===== config.mk =====
export PLATFORM = sky130hd
export DESIGN_NAME = bit_splitter_flat
export DESIGN_NICKNAME = d
export VERILOG_FILES = /design/src/rtl/bit_splitter_pkg.sv /design/src/rtl/bit_splitter_if.sv /design/src/rtl/bit_splitter.sv /design/src/flat_wrapper.sv
export SDC_FILE = /design/constraint.sdc
export NUM_CORES = 1
export LEC_CHECK = 0
export ABC_CLOCK_PERIOD_IN_PS = 4300
export CORE_MARGIN = 10
export CORE_UTILIZATION = 38
export DETAILED_ROUTE_END_ITERATION = 10
export GPL_ROUTABILITY_DRIVEN = 0
export PLACE_DENSITY_LB_ADDON = 0.3
export SYNTH_ARGS = -nofsm -noshare
export SYNTH_HDL_FRONTEND = slang
export SYNTH_SLANG_ARGS = --single-unit

===== constraint.sdc =====
create_clock -name clk -period 4.3 [get_ports clk]
set_input_delay 0.86 -clock clk [delete_from_list [all_inputs] [get_ports clk]]
set_output_delay 0.86 -clock clk [all_outputs]
set_load 0.05 [all_outputs]

===== src/rtl/bit_splitter_pkg.sv =====
// Shared types for the wide-to-narrow bit splitter.
package bit_splitter_pkg;
  typedef enum logic {FILL = 1'b0, DRAIN = 1'b1} state_e;
endpackage


===== src/rtl/bit_splitter_if.sv =====
// Input/output stream handshake bundle for bit_splitter.
interface bit_splitter_if #(
  parameter int IWIDTH = 16,
  parameter int OWIDTH = 6
) ();
  localparam int OBW = $clog2(OWIDTH + 1);

  logic [IWIDTH-1:0] in;
  logic              in_valid;
  logic              in_last;
  logic              in_ready;
  logic [OWIDTH-1:0] out;
  logic [OBW-1:0]    out_bits;
  logic              out_last;
  logic              out_valid;
  logic              out_ready;

  modport slave (
    input  in, in_valid, in_last, out_ready,
    output in_ready, out, out_bits, out_last, out_valid
  );
  modport master (
    output in, in_valid, in_last, out_ready,
    input  in_ready, out, out_bits, out_last, out_valid
  );
endinterface


===== src/rtl/bit_splitter.sv =====
// Slices IWIDTH-bit words into an MSB-first stream of OWIDTH-bit words;
// in_last flushes a right-aligned partial word.
module bit_splitter
  import bit_splitter_pkg::*;
#(
  parameter int IWIDTH = 16,
  parameter int OWIDTH = 6
) (
  input  logic         clk,
  input  logic         rst_n,
  bit_splitter_if.slave bus
);
  localparam int BWIDTH = IWIDTH + OWIDTH - 1;
  // count must also represent 2*OWIDTH for the in_ready compare
  localparam int CW     = $clog2(IWIDTH + 2*OWIDTH);
  localparam int OBW    = $clog2(OWIDTH + 1);
  localparam logic [CW-1:0] OW_C  = CW'(OWIDTH);
  localparam logic [CW-1:0] OW2_C = CW'(2*OWIDTH);
  localparam logic [CW-1:0] IW_C  = CW'(IWIDTH);

  function automatic logic [BWIDTH-1:0] lo_mask(input logic [CW-1:0] n);
    return ~({BWIDTH{1'b1}} << n);
  endfunction

  state_e            state_q, state_d;
  logic [CW-1:0]     count_q, count_d;
  logic [BWIDTH-1:0] buf_q, buf_d;

  logic              full, part;
  logic              out_valid, out_last, in_ready;
  logic [OWIDTH-1:0] out_data;
  logic [OBW-1:0]    out_bits;
  logic              out_fire, in_fire;
  logic [CW-1:0]     rem;

  // Output side is a pure function of registered state.
  always_comb begin
    full      = (count_q >= OW_C);
    part      = (state_q == DRAIN) && (count_q != '0);
    out_valid = full || part;
    out_data  = '0;
    out_bits  = '0;
    out_last  = 1'b0;
    if (full) begin
      out_data = OWIDTH'(buf_q >> (count_q - OW_C));
      out_bits = OBW'(OWIDTH);
      out_last = (state_q == DRAIN) && (count_q == OW_C);
    end else if (part) begin
      out_data = OWIDTH'(buf_q & lo_mask(count_q));
      out_bits = OBW'(count_q);
      out_last = 1'b1;
    end
  end

  // Accept when the post-emit residue plus a new word still fits in the buffer.
  assign in_ready = (state_q == FILL) &&
                    ((count_q < OW_C) || ((count_q < OW2_C) && bus.out_ready));

  assign out_fire = out_valid && bus.out_ready;
  assign in_fire  = bus.in_valid && in_ready;

  always_comb begin
    rem     = count_q - (out_fire ? CW'(out_bits) : '0);
    state_d = state_q;
    count_d = rem;
    buf_d   = buf_q;
    if (in_fire) begin
      buf_d   = ((buf_q & lo_mask(rem)) << IWIDTH) | BWIDTH'(bus.in);
      count_d = rem + IW_C;
      if (bus.in_last) state_d = DRAIN;
    end
    if ((state_q == DRAIN) && out_fire && out_last) begin
      state_d = FILL;
      count_d = '0;
    end
  end

  always_ff @(posedge clk or negedge rst_n) begin
    if (!rst_n) begin
      state_q <= FILL;
      count_q <= '0;
      buf_q   <= '0;
    end else begin
      state_q <= state_d;
      count_q <= count_d;
      buf_q   <= buf_d;
    end
  end

  assign bus.in_ready  = in_ready;
  assign bus.out       = out_data;
  assign bus.out_bits  = out_bits;
  assign bus.out_last  = out_last;
  assign bus.out_valid = out_valid;
endmodule

===== src/flat_wrapper.sv =====
// flat-port wrapper written by rule: the top's interface ports become plain ports
module bit_splitter_flat import bit_splitter_pkg::*;
#(
  parameter int IWIDTH = 16,
  parameter int OWIDTH = 6
)
  (clk, rst_n, bus_in, bus_in_valid, bus_in_last, bus_out_ready, bus_in_ready, bus_out, bus_out_bits, bus_out_last, bus_out_valid);
  bit_splitter_if #(.IWIDTH(IWIDTH), .OWIDTH(OWIDTH)) bus_i ();
  input  logic clk;
  input  logic rst_n;
  input wire logic [$bits(bus_i.in)-1:0] bus_in;
  input wire logic [$bits(bus_i.in_valid)-1:0] bus_in_valid;
  input wire logic [$bits(bus_i.in_last)-1:0] bus_in_last;
  input wire logic [$bits(bus_i.out_ready)-1:0] bus_out_ready;
  output wire logic [$bits(bus_i.in_ready)-1:0] bus_in_ready;
  output wire logic [$bits(bus_i.out)-1:0] bus_out;
  output wire logic [$bits(bus_i.out_bits)-1:0] bus_out_bits;
  output wire logic [$bits(bus_i.out_last)-1:0] bus_out_last;
  output wire logic [$bits(bus_i.out_valid)-1:0] bus_out_valid;
  assign bus_i.in = bus_in;
  assign bus_i.in_valid = bus_in_valid;
  assign bus_i.in_last = bus_in_last;
  assign bus_i.out_ready = bus_out_ready;
  assign bus_in_ready = bus_i.in_ready;
  assign bus_out = bus_i.out;
  assign bus_out_bits = bus_i.out_bits;
  assign bus_out_last = bus_i.out_last;
  assign bus_out_valid = bus_i.out_valid;
  bit_splitter #(.IWIDTH(IWIDTH), .OWIDTH(OWIDTH)) u_core (.clk(clk), .rst_n(rst_n), .bus(bus_i));
endmodule

Yosys cells after proc, flatten, opt, wreduce, memory -nomap -nowiden
Cells that the tools add are included.
- register bits after elaboration: 27
- magnitude comparators: 3
- bitwise operators: 6
- equal/unequal tests: 1
- shifts and indexed selects: 3
- reduce and logical (&&, ||, !) cells: 14
- $add $sub $neg: 3
- mux-type cells: 12
- operators by type and width (operator ; number):
    $or 21x16->21 ; 1
    $shl 21x5->5 const A ; 1
    $shl 21x5->6 const A ; 1
    $shr 21x5->6 ; 1
    $mux 6 ; 2
    $mux 5 ; 2
    $mux 3 ; 3
    $logic_and 1x1->1 ; 8
    $and 6x6->6 ; 1
    $not 6->6 ; 1
    $add 5x5->5 const B ; 1
    $and 5x5->5 ; 1
    $eq 5x3->1 const B ; 1
    $ge 5x3->1 const B ; 1
    $lt 5x3->1 const B ; 1
    $lt 5x4->1 const B ; 1
    $mux 1 ; 5
    $not 5->5 ; 1
    $reduce_bool 5->1 ; 1
    $sub 5x3->5 const B ; 1
    $sub 5x5->5 ; 1
    $reduce_bool 2->1 ; 2
    $logic_or 1x1->1 ; 2
    $reduce_and 2->1 ; 1
    $not 1->1 ; 1

Longest topological paths before layout
- depth in word-level cells: 10
- depth in mapped cells: 13

Worst setup path before layout
OpenSTA, ideal clock, no wires.
- kind: reg2reg
- start point: register u_core.count_q[1]
- end point: register u_core.buf_q[19]
- path slack: 941 ps
- arrival: 3219 ps
- data required time: 4159 ps
- cell stages (with the launch flop): 14
- path through: dfrtp_1 ha_1 buf_6 nor3_1 and3_1 and2_1 ha_1 inv_1 fa_1 nor2_1 o21ai_0 a21o_1 a211oi_1 o21ai_0
- cells in the longest elaborated chain, start to end: 10
- elaborated cells between the ends (all ways): 19
- those cells by class: add/sub: 1; order compare: 3; shift: 1; mux: 3; bitwise: 3; reduce/logical: 8
- ends and longest elaborated chain (what ; line ; RTL):
    start, declared ; bit_splitter.sv:26 ; logic [CW-1:0] count_q, count_d;
    start signal, assigned ; bit_splitter.sv:85 ; count_q <= count_d;
    parallel branches: the longest is 3 deep, another holds $ge 5x3->1 ; -- ;
    $mux 3 * ; bit_splitter.sv:44 ; if (full) begin
    named net bus_out_bits[0] ; flat_wrapper.sv:17 ; output wire logic [$bits(bus_i.out_bits)-1:0] bus_out_bits;
    $mux 3 * ; bit_splitter.sv:63 ; rem = count_q - (out_fire ? CW'(out_bits) : '0);
    $sub 5x5->5 * ; bit_splitter.sv:63 ;
    $shl 21x5->5 * ; bit_splitter.sv:22 ; return ~({BWIDTH{1'b1}} << n);
    $not 5->5 * ; bit_splitter.sv:22 ;
    $and 5x5->5 * ; bit_splitter.sv:68 ; buf_d = ((buf_q & lo_mask(rem)) << IWIDTH) | BWIDTH'(bus.in);
    $or 21x16->21 * ; bit_splitter.sv:68 ;
    end signal, assigned ; bit_splitter.sv:86 ; buf_q <= buf_d;
    end, declared ; bit_splitter.sv:27 ; logic [BWIDTH-1:0] buf_q, buf_d;
Mark *: on every way through the listed nets, which the timed path passes.
A chain may end at the register's enable or synchronous reset.

Worst setup path in the final report
- start point: register u_core.count_q[2]
- end point: output port bus_out[3]
- cells in the longest elaborated chain, start to end: 5
- elaborated cells between the ends (all ways): 10
- those cells by class: add/sub: 1; order compare: 1; shift: 2; mux: 2; bitwise: 2; reduce/logical: 2
- ends and longest elaborated chain (what ; line ; RTL):
    parallel branches: the longest is 4 deep, another holds $sub 5x3->5 ; -- ;
    $mux 6 * ; bit_splitter.sv:44 ;
    end, declared ; flat_wrapper.sv:16 ; output wire logic [$bits(bus_i.out)-1:0] bus_out;
Mark *: on every way between the ends.

==> flow_summary.toml <==
[worst_setup_path]
rr_worst_depth = 12
worst-setup-path-type = "flip-flop to primary output"
cp_slowest_cell = "ha_1"
critPathRequiredTime_ns = 3.44
timing.critical_path.from_type = "flip-flop"
critPathMaxFanout = 18
path_delay_family = "adder cells"
worstReg2RegEnd = "u_core.buf_q[16]"
reg2reg_slack_ns = 0.67
path_cells = "ha_1, mux2i_1, mux4_2, a211oi_1, or3_1, buf_12"
crit_path_end_kind = "primary output"
crit_arrival_ns = 3.07
max_stage_delay_ns = 0.88
critPathBufInv = 1
regToRegStartpoint = "u_core.count_q[2]"

[global_route]
grtUsageTotal_pct = 12.2
grt-ovfl-total = 0
grt_max_degree = 30
grt_pass1_wl_um = 9930
grt_pass1_vias = 1963
antenna_found_initial = 0

[cts]
clockRootBuffer = "clkbuf_8"
postCtsSetupBuffers = 0
cts.sinks = 27
clk_pin_slew_ns = 0.09
clock_latency_ns = 0.27
cts.htree.levels = 1
cts_buffer_depth = 2
cts_resized = 0
tritoncts = "built"
postCtsHoldBufs = 0
numCtsBuffers = 3

[die]
coreArea_um2 = 5920
die_area_um2 = 9620
ios = 33
die_w_um = 98.1
num_rows = 28
die_h_um = 98.1
start_util_pct = 39.1

[synth]
yosys.area.top_type = "dfrtp_1"
ys_ff_latch = 27
netlist_area_um2 = 2320
syn_nets = 295
ys_seq_area_share_pct = 29.2
synth_cell_types = 52
synthTopCellsByArea = "dfrtp_1 29%, mux2i_1 13%, nand2_1 11%"
yosys-top-cells-count = "65 x nand2_1, 29 x mux2i_1, 27 x dfrtp_1"
synth-async-reset-ratio_pct = 100
avgSynthCellArea_um2 = 8.61
synth_edf_count = 0
netlist_instances = 269
ys.flop_type = "dfrtp_1"
yosysMostFrequentCell = "nand2_1"
yosysWarnings = 0
yosysTopAreaCellShare_pct = 29.2

[sta]
drv_slew = 0
fin_crit_ns = 3.93
max_freq_mhz = 255
rsz0062_at_grt = "no"
fin_crit_sh_pct = 91.3
max-slew-margin-rel_pct = 43.4
worst_pin_slew_ns = 0.850
setup_tns_ns = 0
setup_violations = 0
final-hold-violation-count = 0
fin_worst_skew_ns = 0.00514

[cells_and_area]
synthToLayoutAreaGrowth_pct = 16.5
fin_nets = 315
drive_gt1_share_pct = 8.68
instances_no_fill = 363
stdcell_area_um2 = 2700
diodes = 0

[min_path]
hold_path_startpoint = "u_core.buf_q[19]"
hold_depth = 2
hold_class = "flip-flop to flip-flop"
hold_path_end = "u_core.buf_q[19]"

[drt]
drc = 0
ant_nets = 0
routed_wl_um = 5810
drt_pre_antenna_iters = 4
routed_via_density = 5.55
drtIter0Drc = 139
wl_per_cell_um = 16.0
route.vias.total = 2016

[flow_run]
cap_violations = 0

[placement]
dp.cells = 359
hpwl_um = 4470
place_area_um2 = 2650
io_buffers = 32

[outcome]
status = "completed"
[registers in the layout, indices dropped and copies added, names as in the netlist]
register,count
u_core.buf_q,21
u_core.state_q,1
u_core.count_q,5
[cell usage in the layout (no fill, tap or decap), types with 3 or more instances in the layout]
| master | Yosys | layout |
|---|---|---|
| ha_1 | 4 | 4 |
| dfrtp_1 | 27 | 27 |
| nand2_1 | 65 | 65 |
| a31oi_1 | 3 | 3 |
| inv_1 | 4 | 4 |
| mux2i_1 | 29 | 29 |
| a21oi_1 | 7 | 7 |
| nand3_1 | 13 | 13 |
| xnor2_1 | 3 | 3 |
| nand2b_1 | 4 | 4 |
| nor3_1 | 3 | 3 |
| o211ai_1 | 3 | 3 |
| buf_4 | 1 | 8 |
| clkdlybuf4s50_1 | 0 | 26 |
| o22ai_1 | 3 | 3 |
| mux4_2 | 6 | 6 |
| a211oi_1 | 3 | 3 |
| clkbuf_8 | 0 | 3 |
| nor2_1 | 15 | 15 |
| nor2b_1 | 6 | 6 |
| and2_1 | 5 | 5 |
| o21ai_0 | 9 | 9 |
[cell type report]
cell class | count | area [um2]
Timing Repair Buffer | 36 | 360
Fill cell | 584 | 3220
Clock inverter | 1 | 5.00
Inverter | 5 | 18.8
Tap cell | 75 | 93.8
Clock buffer | 3 | 41.3
Multi-Input combinational cell | 216 | 1500
Sequential cell | 27 | 676
[layer usage]
| metal | share of wire (%) | track usage, % | vias up |
|---|---|---|---|
| li1 | - | - | 991 |
| met1 | 46 | 16.3 | 938 |
| met2 | 45 | 18.5 | 74 |
| met3 | 5.7 | 1.97 | 13 |
| met4 | 2.9 | 5.70 | 0 |
| met5 | 0 | 0 | - |
[worst register-to-register path, delay by kind of cell (launching register included)]
family / cells / cell delay (ns)
and+or+nand+nor: 4 / 0.94
AOI/OAI and AO/OA: 4 / 0.84
DFF: 1 / 0.58
buffers and inverters: 1 / 0.06
adders and majority gates: 3 / 1.06
[cells by family after synthesis]
group	Yosys count	share of synthesized area, %
compound gates	44	13.1
xor+xnor	6	3.40
fa+ha+maj	5	3.03
buf+inv	26	5.89
flops	27	29.2
mux	38	21.1
simple gates	123	24.3
[worst max path at each step]
stage | from | endpoint | slack (ns) | cells past startpoint
floorplan | u_core.count_q[1] | u_core.buf_q[19] | 0.94 | 13
global placement | u_core.count_q[2] | bus_out[3] | 0.74 | 6
detailed placement | u_core.count_q[2] | bus_out[0] | 0.68 | 7
CTS | u_core.count_q[2] | bus_out[0] | 0.38 | 7
global route | u_core.count_q[2] | bus_out[0] | 0.15 | 7
finish | u_core.count_q[2] | bus_out[3] | 0.37 | 6
[per-stage QoR]
| stage | hold WS [ns] | worst slack (ns) | util [%] |
|---|---|---|---|
| 2_1_floorplan | 0.470 | 0.941 | - |
| 3_3_place_gp | 0.498 | 0.744 | 44.8 |
| 3_5_place_dp | 0.528 | 0.679 | 44.8 |
| 4_1_cts | 0.549 | 0.379 | 45.6 |
| 5_1_grt | 0.602 | 0.152 | 45.6 |
| 6_report | 0.541 | 0.373 | 45.6 |
Power is left out: the tool's default activity adds up to more than one toggle a clock period on the data nets, which glitch-free logic cannot reach.
